`src/rtl/pc_seq_pkg.sv`:
```
// Shared types and constants for the program-counter sequencer.
package pc_seq_pkg;

  localparam int ADDR_W = 8;

  localparam logic [ADDR_W-1:0] PC_CTRL_SEQ = 8'h00;
  localparam logic [ADDR_W-1:0] PC_CTRL_JMP = 8'hFF;

  typedef enum logic [2:0] {
    ST_IDLE,
    ST_RUN,
    ST_FLUSH,
    ST_HALT,
    ST_FAULT
  } state_t;

  typedef enum logic [2:0] {
    OP_SEQ,
    OP_HALT,
    OP_RET,
    OP_CALL,
    OP_BRANCH
  } op_t;

  // Resolves simultaneous decode requests: halt > ret > call > taken branch > sequential.
  function automatic op_t decode_op(input logic halt_req,
                                    input logic ret_req,
                                    input logic call_req,
                                    input logic branch_req,
                                    input logic branch_cond);
    if (halt_req)                      return OP_HALT;
    else if (ret_req)                  return OP_RET;
    else if (call_req)                 return OP_CALL;
    else if (branch_req && branch_cond) return OP_BRANCH;
    else                               return OP_SEQ;
  endfunction

endpackage

```
`src/rtl/pc_ras.sv`:
```
// Circular return-address stack. With PC_SEQ_RAS_WRAP_EN defined, a push
// into a full stack overwrites the oldest entry instead of being refused.
module pc_ras
  import pc_seq_pkg::*;
#(
  parameter int DEPTH = 4,
  localparam int PW = $clog2(DEPTH),
  localparam int CW = $clog2(DEPTH) + 1
) (
  input  logic              clk,
  input  logic              rst,
  input  logic              push,
  input  logic              pop,
  input  logic [ADDR_W-1:0] push_data,
  output logic [ADDR_W-1:0] top,
  output logic [CW-1:0]     count,
  output logic              full,
  output logic              empty
);

`ifdef PC_SEQ_RAS_WRAP_EN
  localparam bit WRAP = 1'b1;
`else
  localparam bit WRAP = 1'b0;
`endif

  logic [ADDR_W-1:0] mem [DEPTH];
  logic [PW-1:0]     wr_ptr;
  logic              push_ok;
  logic              pop_ok;

  assign full    = (count == CW'(DEPTH));
  assign empty   = (count == '0);
  assign push_ok = push && (!full || WRAP);
  assign pop_ok  = pop && !empty;
  assign top     = mem[wr_ptr - PW'(1)];

  // When full, wr_ptr already points at the oldest entry, so a wrapping push
  // overwrites it naturally; only the occupancy stays pinned at DEPTH.
  always_ff @(posedge clk) begin
    if (rst) begin
      wr_ptr <= '0;
      count  <= '0;
    end else if (push_ok) begin
      wr_ptr <= wr_ptr + PW'(1);
      if (!full) count <= count + CW'(1);
    end else if (pop_ok) begin
      wr_ptr <= wr_ptr - PW'(1);
      count  <= count - CW'(1);
    end
  end

  // NOTE: storage is deliberately left out of reset; count gates every read,
  // so stale contents are never observed and the array maps to plain RAM/flops.
  always_ff @(posedge clk) begin
    if (push_ok) mem[wr_ptr] <= push_data;
  end

endmodule

```
`src/rtl/pc_sequencer.sv`:
```
// Next-PC control for the 8-bit PC datapath (next = pc + 1 + (pc_control & jump_offset)).
// Optional macro PC_SEQ_RAS_WRAP_EN: RAS overflow wraps instead of faulting.
module pc_sequencer
  import pc_seq_pkg::*;
#(
  parameter int RAS_DEPTH = 4
) (
  input  logic                       clk,
  input  logic                       rst,
  input  logic [ADDR_W-1:0]          pc,
  input  logic                       instr_valid,
  input  logic                       stall,
  input  logic                       branch_req,
  input  logic                       branch_cond,
  input  logic                       call_req,
  input  logic                       ret_req,
  input  logic                       halt_req,
  input  logic                       resume,
  input  logic [ADDR_W-1:0]          branch_offset,
  output logic                       pc_step,
  output logic [ADDR_W-1:0]          pc_control,
  output logic [ADDR_W-1:0]          jump_offset,
  output logic                       flush,
  output logic                       halted,
  output logic                       fault,
  output logic [$clog2(RAS_DEPTH):0] ras_count
);

`ifdef PC_SEQ_RAS_WRAP_EN
  localparam bit OVF_FAULT = 1'b0;
`else
  localparam bit OVF_FAULT = 1'b1;
`endif

  state_t            state;
  state_t            next_state;
  logic              fault_q;
  logic              set_fault;
  logic              ras_push;
  logic              ras_pop;
  logic [ADDR_W-1:0] ras_top;
  logic              ras_full;
  logic              ras_empty;

  pc_ras #(.DEPTH(RAS_DEPTH)) u_ras (
    .clk       (clk),
    .rst       (rst),
    .push      (ras_push),
    .pop       (ras_pop),
    .push_data (pc + ADDR_W'(1)),
    .top       (ras_top),
    .count     (ras_count),
    .full      (ras_full),
    .empty     (ras_empty)
  );

  // NOTE: state and sticky flags use non-blocking assignments so every
  // register samples pre-edge values, independent of process ordering.
  always_ff @(posedge clk) begin
    if (rst) begin
      state   <= ST_IDLE;
      fault_q <= 1'b0;
    end else begin
      state <= next_state;
      if (set_fault) fault_q <= 1'b1;
    end
  end

  // NOTE: every output of this block gets a default before the case, so no
  // path leaves a signal unassigned and no latch is inferred.
  always_comb begin
    next_state  = state;
    pc_step     = 1'b0;
    pc_control  = PC_CTRL_SEQ;
    jump_offset = '0;
    flush       = 1'b0;
    ras_push    = 1'b0;
    ras_pop     = 1'b0;
    set_fault   = 1'b0;

    case (state)
      ST_IDLE: next_state = ST_RUN;

      ST_RUN: begin
        if (instr_valid && !stall) begin
          case (decode_op(halt_req, ret_req, call_req, branch_req, branch_cond))
            OP_HALT: next_state = ST_HALT;
            OP_RET: begin
              if (ras_empty) begin
                set_fault  = 1'b1;
                next_state = ST_FAULT;
              end else begin
                pc_step     = 1'b1;
                pc_control  = PC_CTRL_JMP;
                jump_offset = ras_top - pc - ADDR_W'(1);
                ras_pop     = 1'b1;
                next_state  = ST_FLUSH;
              end
            end
            OP_CALL: begin
              if (OVF_FAULT && ras_full) begin
                set_fault  = 1'b1;
                next_state = ST_FAULT;
              end else begin
                pc_step     = 1'b1;
                pc_control  = PC_CTRL_JMP;
                jump_offset = branch_offset;
                ras_push    = 1'b1;
                next_state  = ST_FLUSH;
              end
            end
            OP_BRANCH: begin
              pc_step     = 1'b1;
              pc_control  = PC_CTRL_JMP;
              jump_offset = branch_offset;
              next_state  = ST_FLUSH;
            end
            default: pc_step = 1'b1;
          endcase
        end
      end

      // The instruction fetched behind a redirect is discarded; the PC keeps
      // stepping sequentially from the new target.
      ST_FLUSH: begin
        flush = 1'b1;
        if (!stall) begin
          pc_step    = 1'b1;
          next_state = ST_RUN;
        end
      end

      ST_HALT: if (resume) next_state = ST_RUN;

      ST_FAULT: next_state = ST_FAULT;

      default: next_state = ST_IDLE;
    endcase

    // Nothing may advance the PC or touch the RAS while reset is held.
    if (rst) begin
      pc_step     = 1'b0;
      pc_control  = PC_CTRL_SEQ;
      jump_offset = '0;
      flush       = 1'b0;
      ras_push    = 1'b0;
      ras_pop     = 1'b0;
      set_fault   = 1'b0;
    end
  end

  assign halted = (state == ST_HALT);
  assign fault  = fault_q;

endmodule

```
`config.mk`:
```
export PLATFORM = sky130hd
export DESIGN_NAME = pc_sequencer
export DESIGN_NICKNAME = d
export VERILOG_FILES = /design/src/rtl/pc_seq_pkg.sv /design/src/rtl/pc_ras.sv /design/src/rtl/pc_sequencer.sv
export SDC_FILE = /design/constraint.sdc
export NUM_CORES = 1
export LEC_CHECK = 0
export CORE_ASPECT_RATIO = 0.6
export CORE_UTILIZATION = 35
export CTS_CLUSTER_DIAMETER = 40
export DETAILED_ROUTE_END_ITERATION = 16
export SLEW_MARGIN = 20
export SYNTH_ARGS = -nofsm -noshare
export SYNTH_HDL_FRONTEND = slang
export SYNTH_SLANG_ARGS = --single-unit
```
`constraint.sdc`:
```
create_clock -name clk -period 3.9 [get_ports clk]
set_input_delay 1.17 -clock clk [delete_from_list [all_inputs] [get_ports clk]]
set_output_delay 1.17 -clock clk [all_outputs]
set_load 0.005 [all_outputs]
```
==> flow_summary.json <==
{
  "port-buffer-count": 48,
  "setup_viol": 2,
  "synth-edff-count": 32,
  "cts_buffers": 5,
  "crit_required_ns": 2.73,
  "post_drt_via_cell_ratio": 5.02,
  "critPathCaptureType": "output port",
  "clkTransAtPathRegs_ns": 0.06,
  "clk_path_buf_depth": 2,
  "synth-compound-area-share_pct": 8.95,
  "grt_first_pass_wirelength_um": 9510,
  "async_reset_ff_share_pct": 0,
  "dieHeight_um": 66.4,
  "dr.pass1.iters": 4,
  "reg2reg_to": "u_ras.count[2]",
  "initial_core_util_pct": 36.2,
  "synth_nets": 249,
  "synth_top_family_by_area": "simple AND/OR/NAND/NOR gates",
  "p_leak_uw": 0.00153,
  "cp-start-kind": "flip-flop",
  "holdWs_ns": 0.478,
  "timing.final.crit_share_pct": 101,
  "clk_latency_ns": 0.28,
  "worst_slack_ns": -0.0454,
  "drc": 0,
  "postRouteAntennaNets": 0,
  "synthXorXnorAreaFrac_pct": 4.35,
  "ys_types": 47,
  "fin_crit_ns": 3.95,
  "peakVddDrop_mv": 0.177,
  "dpl.hpwl_um": 4520,
  "syn_inst": 209,
  "cap_violations": 0,
  "first_iter_violations": 120,
  "diodes": 0,
  "htree_num_levels": 2,
  "regArea_um2": 1140,
  "synth_area_um2": 2420,
  "postCtsHoldBufs": 0,
  "cts_num_sinks": 41,
  "grt_pass1_vias": 1872,
  "stdcell_area_um2": 3710,
  "crit_type": "flip-flop to output port",
  "r2r_slack_ns": 1.66,
  "grtUsageTotal_pct": 18.4,
  "grt_max_degree": 15,
  "ys.flop_type": "edfxtp_1",
  "cts.root.buffer_cell": "clkbuf_16",
  "hp-class": "flip-flop to flip-flop",
  "worst_slew_pin_slew_ns": 0.625,
  "crit_end": "jump_offset[6]",
  "status": "finished, violations left",
  "place_area_um2": 3260,
  "crit_start": "u_ras.wr_ptr[0]",
  "power_density_nw_per_um2": 314,
  "violations": "setup timing",
  "synth_mux_area_share_pct": 9.78,
  "core-area_um2": 6680,
  "die-area_um2": 7260,
  "rsz0062_at_grt": "true",
  "fillers": 592,
  "cts_tree": "done",
  "gr-total-overflow": 0,
  "slew_headroom_pct": 58.0,
  "drv_slew": 0,
  "nets": 352,
  "areaGrowthSynthToFinish_pct": 53.6,
  "yosys_warnings": 0,
  "drive_gt1_share_pct": 41.9,
  "tns_ns": -0.0481,
  "synth.ff_latch_count": 41,
  "rr_worst_depth": 9,
  "gp_congestion": 0.820,
  "io-pin-count": 49,
  "antenna_found_initial": 0,
  "die_w_um": 109,
  "ys_seq_area_share_pct": 47.2,
  "hold_viol_final": 0,
  "wl_per_cell_um": 15.9,
  "clock_skew_ns": 0.00320,
  "synth_area_per_cell_um2": 11.6,
  "vias": 2006,
  "multi_input_area_um2": 1270,
  "arrival_ns": 2.78,
  "synth_fa_ha_area_share_pct": 7.86,
  "cp_max_fo": 5,
  "r2r_start": "state[1]",
  "yosys.area_share.simple_pct": 14.9,
  "rows": 23,
  "fmax_ghz": 0.253,
  "routed_wirelength_um": 6370
}
## per-stage QoR
step	std cells	utilization, %	worst slack, ns	total power [µW]
after global placement	377	48.8	-0.918	610
final	400	55.6	-0.0454	1160
after CTS	394	54.5	-0.125	1160
after global routing	400	55.6	-0.120	1200
after detailed placement	377	48.8	-0.914	611
after floorplan	209	-	0.0630	538
## flip-flops by register name, summed over array words and instances (netlist names)
signal,flops
u_ras.mem,32
fault,1
u_ras.wr_ptr,2
u_ras.count,3
state,3
## cell type report
cell class                 count  area share (%)
clock buffer                   5            3.37
tap                           87            2.93
multi-input combinational    136            34.3
sequential                    41            30.8
clock inverter                 3            1.85
inverter                      18            1.89
timing repair buffer         110            24.9
## worst max-delay path, cell delays in order, from the launching register on
cell and delay [ns]:
dfxtp_4 0.37, inv_4 0.04, ha_4 0.28, buf_6 0.13
mux4_2 0.34, ha_4 0.28, buf_12 0.13, nand2b_4 0.07
a21oi_4 0.06, o21a_1 0.19, or4_4 0.41, nand3_2 0.08
buf_2 0.11
## layout by cell type (no fill, tap or decap), types with 9 or more instances in the layout
cell | synthesis | routed
inv_2 | 0 | 9
buf_4 | 8 | 54
nor2_1 | 18 | 15
dlygate4sd2_1 | 0 | 14
clkdlybuf4s50_1 | 0 | 16
edfxtp_1 | 32 | 32
nand2_1 | 14 | 13
## synth_stat cells (2+ instances only)
library cell	count	share of area (%)
a21oi_1	9	1.9
a22oi_1	2	0.62
a31oi_1	3	0.78
a32oi_1	3	1.1
and3_1	5	1.3
buf_2	2	0.41
buf_4	8	2.5
buf_6	2	0.93
dfxtp_1	9	7.4
edfxtp_1	32	40
fa_1	2	1.7
ha_1	12	6.2
inv_1	18	2.8
mux2i_1	3	1.2
mux4_1	7	7.6
nand2_1	14	2.2
nand2b_1	2	0.52
nand3_1	5	1.0
nand4_1	3	0.78
nor2_1	18	2.8
nor2b_1	2	0.52
nor3_1	5	1.0
o21ai_0	6	1.2
or3_1	3	0.78
or4_1	2	0.62
xnor2_1	8	2.9
xor2_1	4	1.4
## repair_timing
| item | CTS | global route |
|---|---|---|
| endpoints found under the setup margin | 17 | 13 |
| setup buffers | 8 | 6 |
| cloned | 1 | 0 |
| gates resized for setup | 101 | 26 |
| pin swaps | 21 | 14 |
## where the power goes
| group | total [µW] | leakage [µW] | internal, µW | switching (µW) |
|---|---|---|---|---|
| Clock | 538 | 0.0000944 | 369 | 169 |
| Combinational | 150 | 0.00107 | 83.8 | 66.4 |
| Sequential | 477 | 0.000361 | 474 | 2.52 |
| Total | 1160 | 0.00153 | 927 | 238 |
## how the worst min path moves through the flow
stage	cells after the start	start	to
detailed placement	2	fault	fault
CTS	2	fault	fault
floorplan	1	state[1]	state[2]
global placement	2	fault	fault
finish	2	fault	fault
global route	2	fault	fault
## cell families (layout without fill, tap and decap cells)
group	Yosys count	count (layout)
compound gates	32	32
xor+xnor	12	12
fa+ha+maj	14	14
buf+inv	32	136
flops	41	41
mux	11	11
simple gates	67	67
## metal layers
layer / vias up / GRT usage (%) / part of all wire (%)
li1: 968 / - / -
met1: 976 / 27.0 / 49
met2: 57 / 26.5 / 44
met3: 5 / 3.94 / 5.8
met4: 0 / 6.50 / 0.91
met5: - / 0 / 0
Power figures use the tool's default switching activity.
